===== config.mk =====
export PLATFORM = sky130hd
export DESIGN_NAME = axil_wb_bridge
export DESIGN_NICKNAME = d
export VERILOG_FILES = /design/src/rtl/axil_wb_pkg.sv /design/src/rtl/axil_wb_timeout.sv /design/src/rtl/axil_wb_bridge.sv
export SDC_FILE = /design/constraint.sdc
export NUM_CORES = 1
export LEC_CHECK = 0
export ABC_AREA = 1
export BUFFER_PORTS_ARGS = -buffer_cell sky130_fd_sc_hd__buf_2
export CORE_MARGIN = 4
export CORE_UTILIZATION = 36
export CTS_CLUSTER_DIAMETER = 80
export CTS_CLUSTER_SIZE = 8
export DETAILED_ROUTE_END_ITERATION = 8
export PLACE_DENSITY = 0.76
export SLEW_MARGIN = 20
export SYNTH_ARGS = -nofsm -noshare
export SYNTH_HDL_FRONTEND = slang
export SYNTH_SLANG_ARGS = --single-unit

===== constraint.sdc =====
create_clock -name clk_i -period 8.6 [get_ports clk_i]
set_clock_uncertainty 0.05 [all_clocks]
set_input_delay 0.86 -clock clk_i [delete_from_list [all_inputs] [get_ports clk_i]]
set_output_delay 0.86 -clock clk_i [all_outputs]
set_load 0.05 [all_outputs]

===== src/rtl/axil_wb_pkg.sv =====
// Shared types and response codes for the AXI-Lite to Wishbone bridge.
// Optional timeout logic is enabled with AXIL_WB_TIMEOUT_EN.
package axil_wb_pkg;

  typedef enum logic [2:0] {
    IDLE,
    WB_WR,
    WB_RD,
    B_RESP,
    R_RESP
  } state_t;

  localparam logic [1:0] RESP_OKAY   = 2'b00;
  localparam logic [1:0] RESP_SLVERR = 2'b10;
  localparam logic [1:0] RESP_DECERR = 2'b11;

endpackage


===== src/rtl/axil_wb_timeout.sv =====
// Wishbone stall watchdog: clears on accept, counts while enabled.
// Only instantiated when AXIL_WB_TIMEOUT_EN is defined.
module axil_wb_timeout #(
  parameter int LIMIT = 255
) (
  input  logic clk,
  input  logic rst,
  input  logic clr,
  input  logic en,
  output logic expire
);

  localparam logic [15:0] LAST = 16'(LIMIT - 1);

  logic [15:0] cnt;

  // Count bus cycles, saturating at the last one.
  always_ff @(posedge clk or posedge rst) begin
    if (rst) begin
      cnt <= '0;
    end else if (clr) begin
      cnt <= '0;
    end else if (en && cnt != LAST) begin
      cnt <= cnt + 16'd1;
    end
  end

  assign expire = en && (cnt == LAST);

endmodule


===== src/rtl/axil_wb_bridge.sv =====
// AXI4-Lite slave to Wishbone classic master, one transaction at a time.
// Define AXIL_WB_TIMEOUT_EN to abort silent Wishbone cycles with DECERR.
module axil_wb_bridge
  import axil_wb_pkg::*;
#(
  parameter int AW             = 32,
  parameter int TIMEOUT_CYCLES = 255
) (
  input  logic          clk_i,
  input  logic          rst_i,
  input  logic [AW-1:0] s_axi_awaddr,
  input  logic [2:0]    s_axi_awprot,
  input  logic          s_axi_awvalid,
  output logic          s_axi_awready,
  input  logic [31:0]   s_axi_wdata,
  input  logic [3:0]    s_axi_wstrb,
  input  logic          s_axi_wvalid,
  output logic          s_axi_wready,
  output logic [1:0]    s_axi_bresp,
  output logic          s_axi_bvalid,
  input  logic          s_axi_bready,
  input  logic [AW-1:0] s_axi_araddr,
  input  logic [2:0]    s_axi_arprot,
  input  logic          s_axi_arvalid,
  output logic          s_axi_arready,
  output logic [31:0]   s_axi_rdata,
  output logic [1:0]    s_axi_rresp,
  output logic          s_axi_rvalid,
  input  logic          s_axi_rready,
  output logic          wb_cyc_o,
  output logic          wb_stb_o,
  output logic          wb_we_o,
  output logic [AW-1:0] wb_adr_o,
  output logic [31:0]   wb_dat_o,
  output logic [3:0]    wb_sel_o,
  input  logic [31:0]   wb_dat_i,
  input  logic          wb_ack_i,
  input  logic          wb_err_i
);

  state_t state, state_nxt;

  logic          aw_rdy, ar_rdy, rr_wr;
  logic [AW-1:0] adr_q;
  logic [31:0]   dat_q, rdata_q;
  logic [3:0]    sel_q;
  logic [1:0]    resp_q;

  logic idle, in_wb, wr_req, rd_req;
  logic grant_wr, grant_rd, wr_hs, rd_hs;
  logic ack, err, tmo, term;
  logic unused;

  assign idle   = (state == IDLE);
  assign in_wb  = (state == WB_WR) || (state == WB_RD);
  assign wr_req = s_axi_awvalid & s_axi_wvalid;
  assign rd_req = s_axi_arvalid;

  // Ready is registered: grant one cycle, handshake the next.
  // rr_wr set means the write won last, so a contest goes to the read.
  assign grant_wr = idle & ~aw_rdy & ~ar_rdy & wr_req
                  & (~rd_req | ~rr_wr);
  assign grant_rd = idle & ~aw_rdy & ~ar_rdy & rd_req
                  & (~wr_req | rr_wr);

  assign wr_hs = aw_rdy & s_axi_awvalid & s_axi_wvalid;
  assign rd_hs = ar_rdy & s_axi_arvalid;

  assign ack  = in_wb & wb_ack_i;
  assign err  = in_wb & wb_err_i;
  assign term = ack | err | tmo;

`ifdef AXIL_WB_TIMEOUT_EN
  logic expire;

  axil_wb_timeout #(
    .LIMIT (TIMEOUT_CYCLES)
  ) u_timeout (
    .clk    (clk_i),
    .rst    (rst_i),
    .clr    (wr_hs | rd_hs),
    .en     (in_wb),
    .expire (expire)
  );

  assign tmo = in_wb & expire;
`else
  assign tmo = 1'b0;
`endif

  assign unused = ^{s_axi_awprot, s_axi_arprot, TIMEOUT_CYCLES > 0};

  // State register.
  always_ff @(posedge clk_i or posedge rst_i) begin
    if (rst_i) state <= IDLE;
    else       state <= state_nxt;
  end

  // Next-state logic.
  always_comb begin
    state_nxt = state;
    unique case (state)
      IDLE: begin
        if (wr_hs)      state_nxt = WB_WR;
        else if (rd_hs) state_nxt = WB_RD;
      end
      WB_WR:  if (term)         state_nxt = B_RESP;
      WB_RD:  if (term)         state_nxt = R_RESP;
      B_RESP: if (s_axi_bready) state_nxt = IDLE;
      R_RESP: if (s_axi_rready) state_nxt = IDLE;
      default:                  state_nxt = IDLE;
    endcase
  end

  // Grant, request latch and response capture.
  always_ff @(posedge clk_i or posedge rst_i) begin
    if (rst_i) begin
      aw_rdy  <= 1'b0;
      ar_rdy  <= 1'b0;
      rr_wr   <= 1'b0;
      adr_q   <= '0;
      dat_q   <= '0;
      sel_q   <= '0;
      resp_q  <= RESP_OKAY;
      rdata_q <= '0;
    end else begin
      aw_rdy <= grant_wr;
      ar_rdy <= grant_rd;
      if (grant_wr)      rr_wr <= 1'b1;
      else if (grant_rd) rr_wr <= 1'b0;
      if (wr_hs) begin
        adr_q <= s_axi_awaddr;
        dat_q <= s_axi_wdata;
        sel_q <= s_axi_wstrb;
      end else if (rd_hs) begin
        adr_q <= s_axi_araddr;
        sel_q <= 4'hF;
      end
      if (term) begin
        if (err)      resp_q <= RESP_SLVERR;
        else if (ack) resp_q <= RESP_OKAY;
        else          resp_q <= RESP_DECERR;
        if (state == WB_RD)
          rdata_q <= (ack & ~err) ? wb_dat_i : 32'h0;
      end
    end
  end

  // Outputs decode from flops only.
  always_comb begin
    s_axi_awready = aw_rdy;
    s_axi_wready  = aw_rdy;
    s_axi_arready = ar_rdy;
    s_axi_bvalid  = (state == B_RESP);
    s_axi_bresp   = resp_q;
    s_axi_rvalid  = (state == R_RESP);
    s_axi_rresp   = resp_q;
    s_axi_rdata   = rdata_q;
    wb_cyc_o      = in_wb;
    wb_stb_o      = in_wb;
    wb_we_o       = (state == WB_WR);
    wb_adr_o      = adr_q;
    wb_dat_o      = dat_q;
    wb_sel_o      = sel_q;
  end

endmodule

# Word level (Yosys, flattened, before mapping)

Cells that the tools add are included.

Eq/ne operators: 9
Bitwise operators: 22
Reductions and logical operators: 6
Muxes and demuxes: 16

Operator list:

| cell                 | number |
|---|---|
| $mux W32             | 3 |
| $mux W3              | 6 |
| $pmux W3 S5          | 1 |
| $and A1 B1 Y1        | 13 |
| $mux W4              | 2 |
| $eq A3 B2 Y1 const B | 2 |
| $ne A2 B1 Y1 const B | 3 |
| $not A1 Y1           | 6 |
| $reduce_and A5 Y1    | 1 |
| $mux W2              | 2 |
| $reduce_bool A2 Y1   | 2 |
| $eq A3 B1 Y1 const B | 1 |
| $eq A3 B3 Y1 const B | 1 |
| $logic_not A3 Y1     | 1 |
| $ne A3 B1 Y1 const B | 1 |
| $or A1 B1 Y1         | 3 |
| $mux W1              | 2 |
| $ne A2 B2 Y1 const B | 1 |
| $reduce_and A2 Y1    | 1 |
| $logic_or A1 B1 Y1   | 1 |

Bits of input ports: 147
Logic and storage cells: 62
Bits in registers: 108
Output and inout bits: 112

# Logic depth before layout (Yosys ltp)

Gate-level depths: netlist (run 1).

Depth in word-level cells: 7
Gate-level depth with buffers: 8

# Worst setup path before layout (run 1)

No wires, ideal clock.

Path kind: reg2out
Start point: register state[0]
End point: output port s_axi_rvalid
Stages on the path, launching flop included: 2
Required time: 7.690 ns
Slack: 6.155 ns
Arrival time: 1.535 ns
Cell sequence: dfrtp_1 > nor3_1

Cells in the longest elaborated chain, start to end: 1

RTL lines:

| what                     | line                  | text |
|---|---|---|
| start: declaration       | axil_wb_bridge.sv:41  | `state_t state, state_nxt;` |
| start signal: assignment | axil_wb_bridge.sv:96  | `else state <= state_nxt;` |
| $eq A3 B3 Y1             | axil_wb_bridge.sv:156 | `s_axi_rvalid = (state == R_RESP);` |
| end: declaration         | axil_wb_bridge.sv:28  | `output logic s_axi_rvalid,` |

No other way between the ends.

# Worst setup path in the final report (run 1)

Start point: input port s_axi_awvalid
End point: register adr_q[28] (netlist: wb_adr_o[28])

Cells in the longest elaborated chain, start to end: 3

RTL lines:

| what                                                  | line                  | text |
|---|---|---|
| start: declaration                                    | axil_wb_bridge.sv:13  | `input logic s_axi_awvalid,` |
| $and A1 B1 Y1 * (2 in series)                         | axil_wb_bridge.sv:66  | `assign wr_hs = aw_rdy & s_axi_awvalid & s_axi_wvalid;` |
| $mux W32 / $reduce_bool A2 Y1 (equally long branches) | --                    |  |
| end signal: assignment                                | axil_wb_bridge.sv:132 | `adr_q <= s_axi_awaddr;` |
| end signal: assignment                                | axil_wb_bridge.sv:136 | `adr_q <= s_axi_araddr;` |
| end: declaration                                      | axil_wb_bridge.sv:44  | `logic [AW-1:0] adr_q;` |

Mark *: on every way between the ends. The rest lies on a longest branch, timed or not.
A chain may end at the register's enable or synchronous reset.

==> results.sh, run 1 <==
export IMPL_antenna_found_initial=0
export IMPL_port_buffers=252
export IMPL_fmax_ghz=0.3309
export IMPL_period_share_pct=35.14
export IMPL_post_route_cell_area_um2=6157
export IMPL_status="finished clean"
export IMPL_final_util_pct=50.42
export IMPL_core_region_area_um2=12210
export IMPL_ys_ff_latch=108
export IMPL_grt_max_degree=73
export IMPL_critical_path_slowest_cell="clkinv_2"
export IMPL_endpoint_kind="flip-flop"
export IMPL_gr_total_overflow=0
export IMPL_min_path_type="flip-flop to flip-flop"
export IMPL_finalSetupViolations=0
export IMPL_syn_inst=528
export IMPL_grt_pass1_wl_mm=20.16
export IMPL_clock_root_buffer="clkbuf_16"
export IMPL_rsz0062_at_grt="false"
export IMPL_avgViaCountPerCell=4.574
export IMPL_fill_cells=1233
export IMPL_ys_types=19
export IMPL_placed_cell_area_um2=5864
export IMPL_antenna_cells=0
export IMPL_cts_resized=0
export IMPL_gp_congestion=0.7782
export IMPL_yosysSeqAreaShare_pct=59.42
export IMPL_max_cap_violations=0
export IMPL_irDropWorstVdd_v=0.0002770
export IMPL_initial_utilization_pct=37.24
export IMPL_cts_tree="yes"
export IMPL_drtAntennaViolNets=0
export IMPL_die_h_um=120.4
export IMPL_holdWs_ps=422.9
export IMPL_worstSkewPairLatency_ps=340
export IMPL_finalNetCount=908
export IMPL_ios=259
export IMPL_routedWlPerCell_um=13.61
export IMPL_syn_nets=675
export IMPL_place_ws_ps=5445
export IMPL_finalHoldViolCount=0
export IMPL_post_cts_buffers=0
export IMPL_dr_first_iter_drc_count=292
export IMPL_ctsHoldBuffers=0
export IMPL_regToRegSetupSlack_ps=5770
export IMPL_cts_sinks=108
export IMPL_wirelength_mm=12.70
export IMPL_cts_max_path_buffers=2
export IMPL_critPathRequiredTime_ps=8760
export IMPL_layout_drive_gt1_share_pct=36.47
export IMPL_path_cells="buf_2 -> nand3_2 -> buf_4 -> clkinv_2 -> a21oi_1 -> o21ai_0"
export IMPL_worst_slack_ps=5578
export IMPL_grt_use_total_pct=17.03
export IMPL_setup_tns_ps=0
export IMPL_drc=0
export IMPL_dieArea_um2=14500
export IMPL_dr_pass1_iters=4
export IMPL_rows=40
export IMPL_fp_dieW_um=120.4
export IMPL_worstPathArrival_ps=3180
export IMPL_first_global_vias=4145
export IMPL_area_growth_pct=35.38
export IMPL_num_vias=4268
export IMPL_worst_pin_slew_ps=1019
export IMPL_htree_levels=3
export IMPL_syn_area_per_cell_um2=8.614
export IMPL_drv_slew=0
export IMPL_critPathMaxStageDelay_ps=900
export IMPL_critical_path_class="input port to flip-flop"
export IMPL_startpoint_type="input port"
export IMPL_cts_buffers=9
export IMPL_cp_max_fo=72
export IMPL_path_clk_slew_ps=70
export IMPL_period_minus_slack_ps=3022
export IMPL_ys_warn_count=0
export IMPL_syn_area_um2=4548
export IMPL_place_hpwl_mm=9.293
export IMPL_pwr_density_cell_nw_per_um2=432.7
export IMPL_power_leakage_uw=0.003641
export IMPL_slew_headroom_pct=31.64
[cells in the final DEF, fill, tap and decap left out, drive strengths merged]
master,netlist,final
clkbuf,7,10
clkinvlp,0,1
nand2,213,213
o22a,4,4
o21ai,34,34
dfrtp,108,108
inv,17,15
clkinv,0,5
nor3,3,3
nor2,39,39
bufinv,0,1
nand3,44,44
a21oi,33,33
buf,26,255
[through the flow]
| step | cells | total power, uW |
|---|---|---|
| 6_report | 933 | 2664 |
| 5_1_grt | 933 | 2809 |
| 4_1_cts | 933 | 2690 |
| 3_5_place_dp | 918 | 2276 |
| 3_3_place_gp | 918 | 2257 |
| 2_1_floorplan | 528 | 1934 |
[final cells by class]
class	instances	area [um2]	area share (%)
Multi-Input combinational cell	370	1602	26.01
Clock inverter	5	52.55	0.8535
Timing Repair Buffer	255	1284	20.85
Clock buffer	10	239.0	3.881
Inverter	17	67.56	1.097
Sequential cell	108	2703	43.89
Tap cell	168	210.2	3.414
[final timing paths]
path / start / endpoint / cells past startpoint
setup / recovery: s_axi_awvalid / wb_adr_o[28] / 6
hold / removal: s_axi_rdata[14] / s_axi_rdata[14] / 2
setup reg to reg: s_axi_awready / wb_adr_o[28] / 5
hold reg to reg: s_axi_rdata[14] / s_axi_rdata[14] / 2
max in group asynchronous: rst_i / wb_adr_o[16] / 3
min in group asynchronous: rst_i / wb_dat_o[17] / 2
[cell usage after synthesis]
master    instances  area (um2)
o21ai_2           1       8.760
nor2_1           38       142.6
nand3_1          41       205.2
buf_2            15       75.07
nand2_1         211       792.0
a21oi_1          33       165.2
o21ai_1          18       90.09
buf_6             3       33.78
o21ai_0          15       75.07
o22a_1            4       35.03
buf_4             4       30.03
nand3_2           3       30.03
nor2_8            1       20.02
buf_1             4       15.01
nand2_4           2       22.52
inv_1            17       63.81
clkbuf_1          7       26.28
nor3_1            3       15.01
dfrtp_1         108        2703
[power breakdown]
group | internal, uW | total [uW] | switching [uW] | leakage (uW)
combinational | 300 | 1430 | 1130 | 0.00210
sequential | 719 | 832 | 113 | 0.00139
clock | 231 | 405 | 175 | 0.000144
total | 1250 | 2660 | 1410 | 0.00364
[logic make-up after synthesis]
group | share of synthesized area, %
flip-flops | 59.42
AO/OA/AOI/OAI | 8.226
buffers and inverters | 5.364
AND/OR/NAND/NOR | 26.99
[per-layer routing]
layer | wire (um) | GRT usage, % | vias up
li1 | - | - | 2136
met1 | 5212 | 22.00 | 1957
met2 | 6352 | 28.75 | 166
met3 | 981 | 3.414 | 9
met4 | 152 | 5.524 | 0
met5 | 0 | 0 | -
[critical path, delay by kind of cell]
kind	cells	cell delay [ps]
AOI/OAI and AO/OA	2	610
buffers and inverters	3	1590
and+or+nand+nor	1	60
[flip-flops by register name, summed over array words and instances, names as in the netlist]
register / count
s_axi_awready: 1
wb_adr_o: 32
rr_wr: 1
state: 3
s_axi_rdata: 32
s_axi_bresp: 2
wb_sel_o: 4
wb_dat_o: 32
s_axi_arready: 1
(Power assumes the default switching activity.)
==> inputs of run 2 (changes only) <==
- PLACE_DENSITY: 0.76 -> 0.78
- clock period: 8.6 -> 2.75 ns (I/O delays scaled with it)
==> results.sh, run 2 (synthesis gave the netlist of run 1 again) <==
export IMPL_cts_sinks=108
export IMPL_finalSetupViolations=0
export IMPL_finalHoldViolCount=0
export IMPL_post_route_cell_area_um2=6206
export IMPL_endpoint_kind="flip-flop"
export IMPL_fp_dieW_um=120.4
export IMPL_cts_max_path_buffers=2
export IMPL_avgViaCountPerCell=4.626
export IMPL_core_region_area_um2=12210
export IMPL_area_growth_pct=36.45
export IMPL_first_global_vias=4095
export IMPL_pwr_density_cell_nw_per_um2=1343
export IMPL_slew_headroom_pct=49.23
export IMPL_antenna_found_initial=0
export IMPL_grt_pass1_wl_mm=20.27
export IMPL_place_ws_ps=783.9
export IMPL_fill_cells=1175
export IMPL_grt_use_total_pct=17.21
export IMPL_min_path_type="input port to asynchronous set/reset pin"
export IMPL_worst_pin_slew_ps=761.6
export IMPL_fmax_ghz=0.5092
export IMPL_seq_area_um2=2703
export IMPL_wirelength_mm=12.94
export IMPL_gr_total_overflow=0
export IMPL_layout_drive_gt1_share_pct=36.84
export IMPL_cts_buffers=9
export IMPL_antenna_cells=0
export IMPL_irDropWorstVdd_v=0.0007411
export IMPL_dieArea_um2=14500
export IMPL_gp_congestion=0.7869
export IMPL_post_cts_buffers=0
export IMPL_final_util_pct=50.82
export IMPL_place_hpwl_mm=9.300
export IMPL_period_share_pct=71.41
export IMPL_routedWlPerCell_um=13.78
export IMPL_power_leakage_uw=0.003667
export IMPL_cp_max_fo=45
export IMPL_period_minus_slack_ps=1964
export IMPL_regToRegSetupSlack_ps=790
export IMPL_critPathRequiredTime_ps=2950
export IMPL_initial_utilization_pct=37.24
export IMPL_drc=0
export IMPL_finalNetCount=913
export IMPL_dr_pass1_iters=6
export IMPL_setup_tns_ps=0
export IMPL_htree_levels=3
export IMPL_drv_slew=0
export IMPL_cts_resized=0
export IMPL_dr_first_iter_drc_count=247
export IMPL_status="finished clean"
export IMPL_worstPathArrival_ps=2170
export IMPL_placed_cell_area_um2=5916
export IMPL_path_clk_slew_ps=70
export IMPL_port_buffers=252
export IMPL_drtAntennaViolNets=0
export IMPL_max_cap_violations=0
export IMPL_multiInputGateArea_um2=1602
export IMPL_finalPower_uw=8337
export IMPL_cts_tree="yes"
export IMPL_layout_common_cells="buf_2, nand2_1, dfrtp_1"
export IMPL_die_h_um=120.4
export IMPL_ctsHoldBuffers=0
export IMPL_ios=259
export IMPL_num_vias=4344
export IMPL_rsz0062_at_grt="false"
export IMPL_rows=40
export IMPL_clock_root_buffer="clkbuf_16"
export IMPL_layout_commonest_cell="buf_2"
export IMPL_critical_path_class="flip-flop to flip-flop"
export IMPL_startpoint_type="flip-flop"
export IMPL_worstSkewPairLatency_ps=340
export IMPL_grt_max_degree=109
export IMPL_worst_slack_ps=786.2
## run 2: changes by cell type in the layout (fill, tap and decap cells not counted), moves of 2 or more
cell,before,now
buf_4,3,7
clkinv_2,4,1
clkbuf_8,1,3
clkinvlp_4,1,3
## run 2: worst paths after layout
check	start	endpoint	cells past startpoint
worst max-delay path	s_axi_awready	wb_adr_o[26]	7
worst min register to register	s_axi_rdata[15]	s_axi_rdata[15]	2
max in group asynchronous	rst_i	s_axi_rdata[18]	3
min in group clk_i	s_axi_wdata[19]	wb_dat_o[19]	3
worst min-delay path	rst_i	wb_adr_o[3]	3
worst max register to register	s_axi_awready	wb_adr_o[26]	7
## run 2: area by class of cell
class | instances | area share (%)
timing repair buffer | 260 | 21.49
clock buffer | 13 | 4.355
multi-input combinational | 370 | 25.81
inverter | 17 | 1.089
clock inverter | 3 | 0.3226
sequential | 108 | 43.55
tap | 168 | 3.387
## run 2: stage by stage
step	cells	hold WS, ps
finish	939	49.06
global route	939	58.65
CTS	939	52.40
detailed placement	923	409.7
global placement	923	407.3
floorplan	528	334.6
## run 2: where the power goes
group	switching [uW]	leakage, uW	internal (uW)
combinational	3520	0.00213	960
sequential	359	0.00139	2250
clock	557	0.000138	688
total	4440	0.00367	3900
## run 2: layer usage
metal / routed length, um / GRT usage [%]
met5: 0 / 0
met4: 244 / 6.799
met3: 890 / 3.368
met2: 6467 / 29.03
met1: 5336 / 21.78
## run 2: critical path: stages, from the launching register on
cell and delay, ps:
dfrtp_1 430, nand3_2 120, buf_4 430, nand2_1 230, inv_1 90, buf_4 320
nand2_1 80, o21ai_0 90
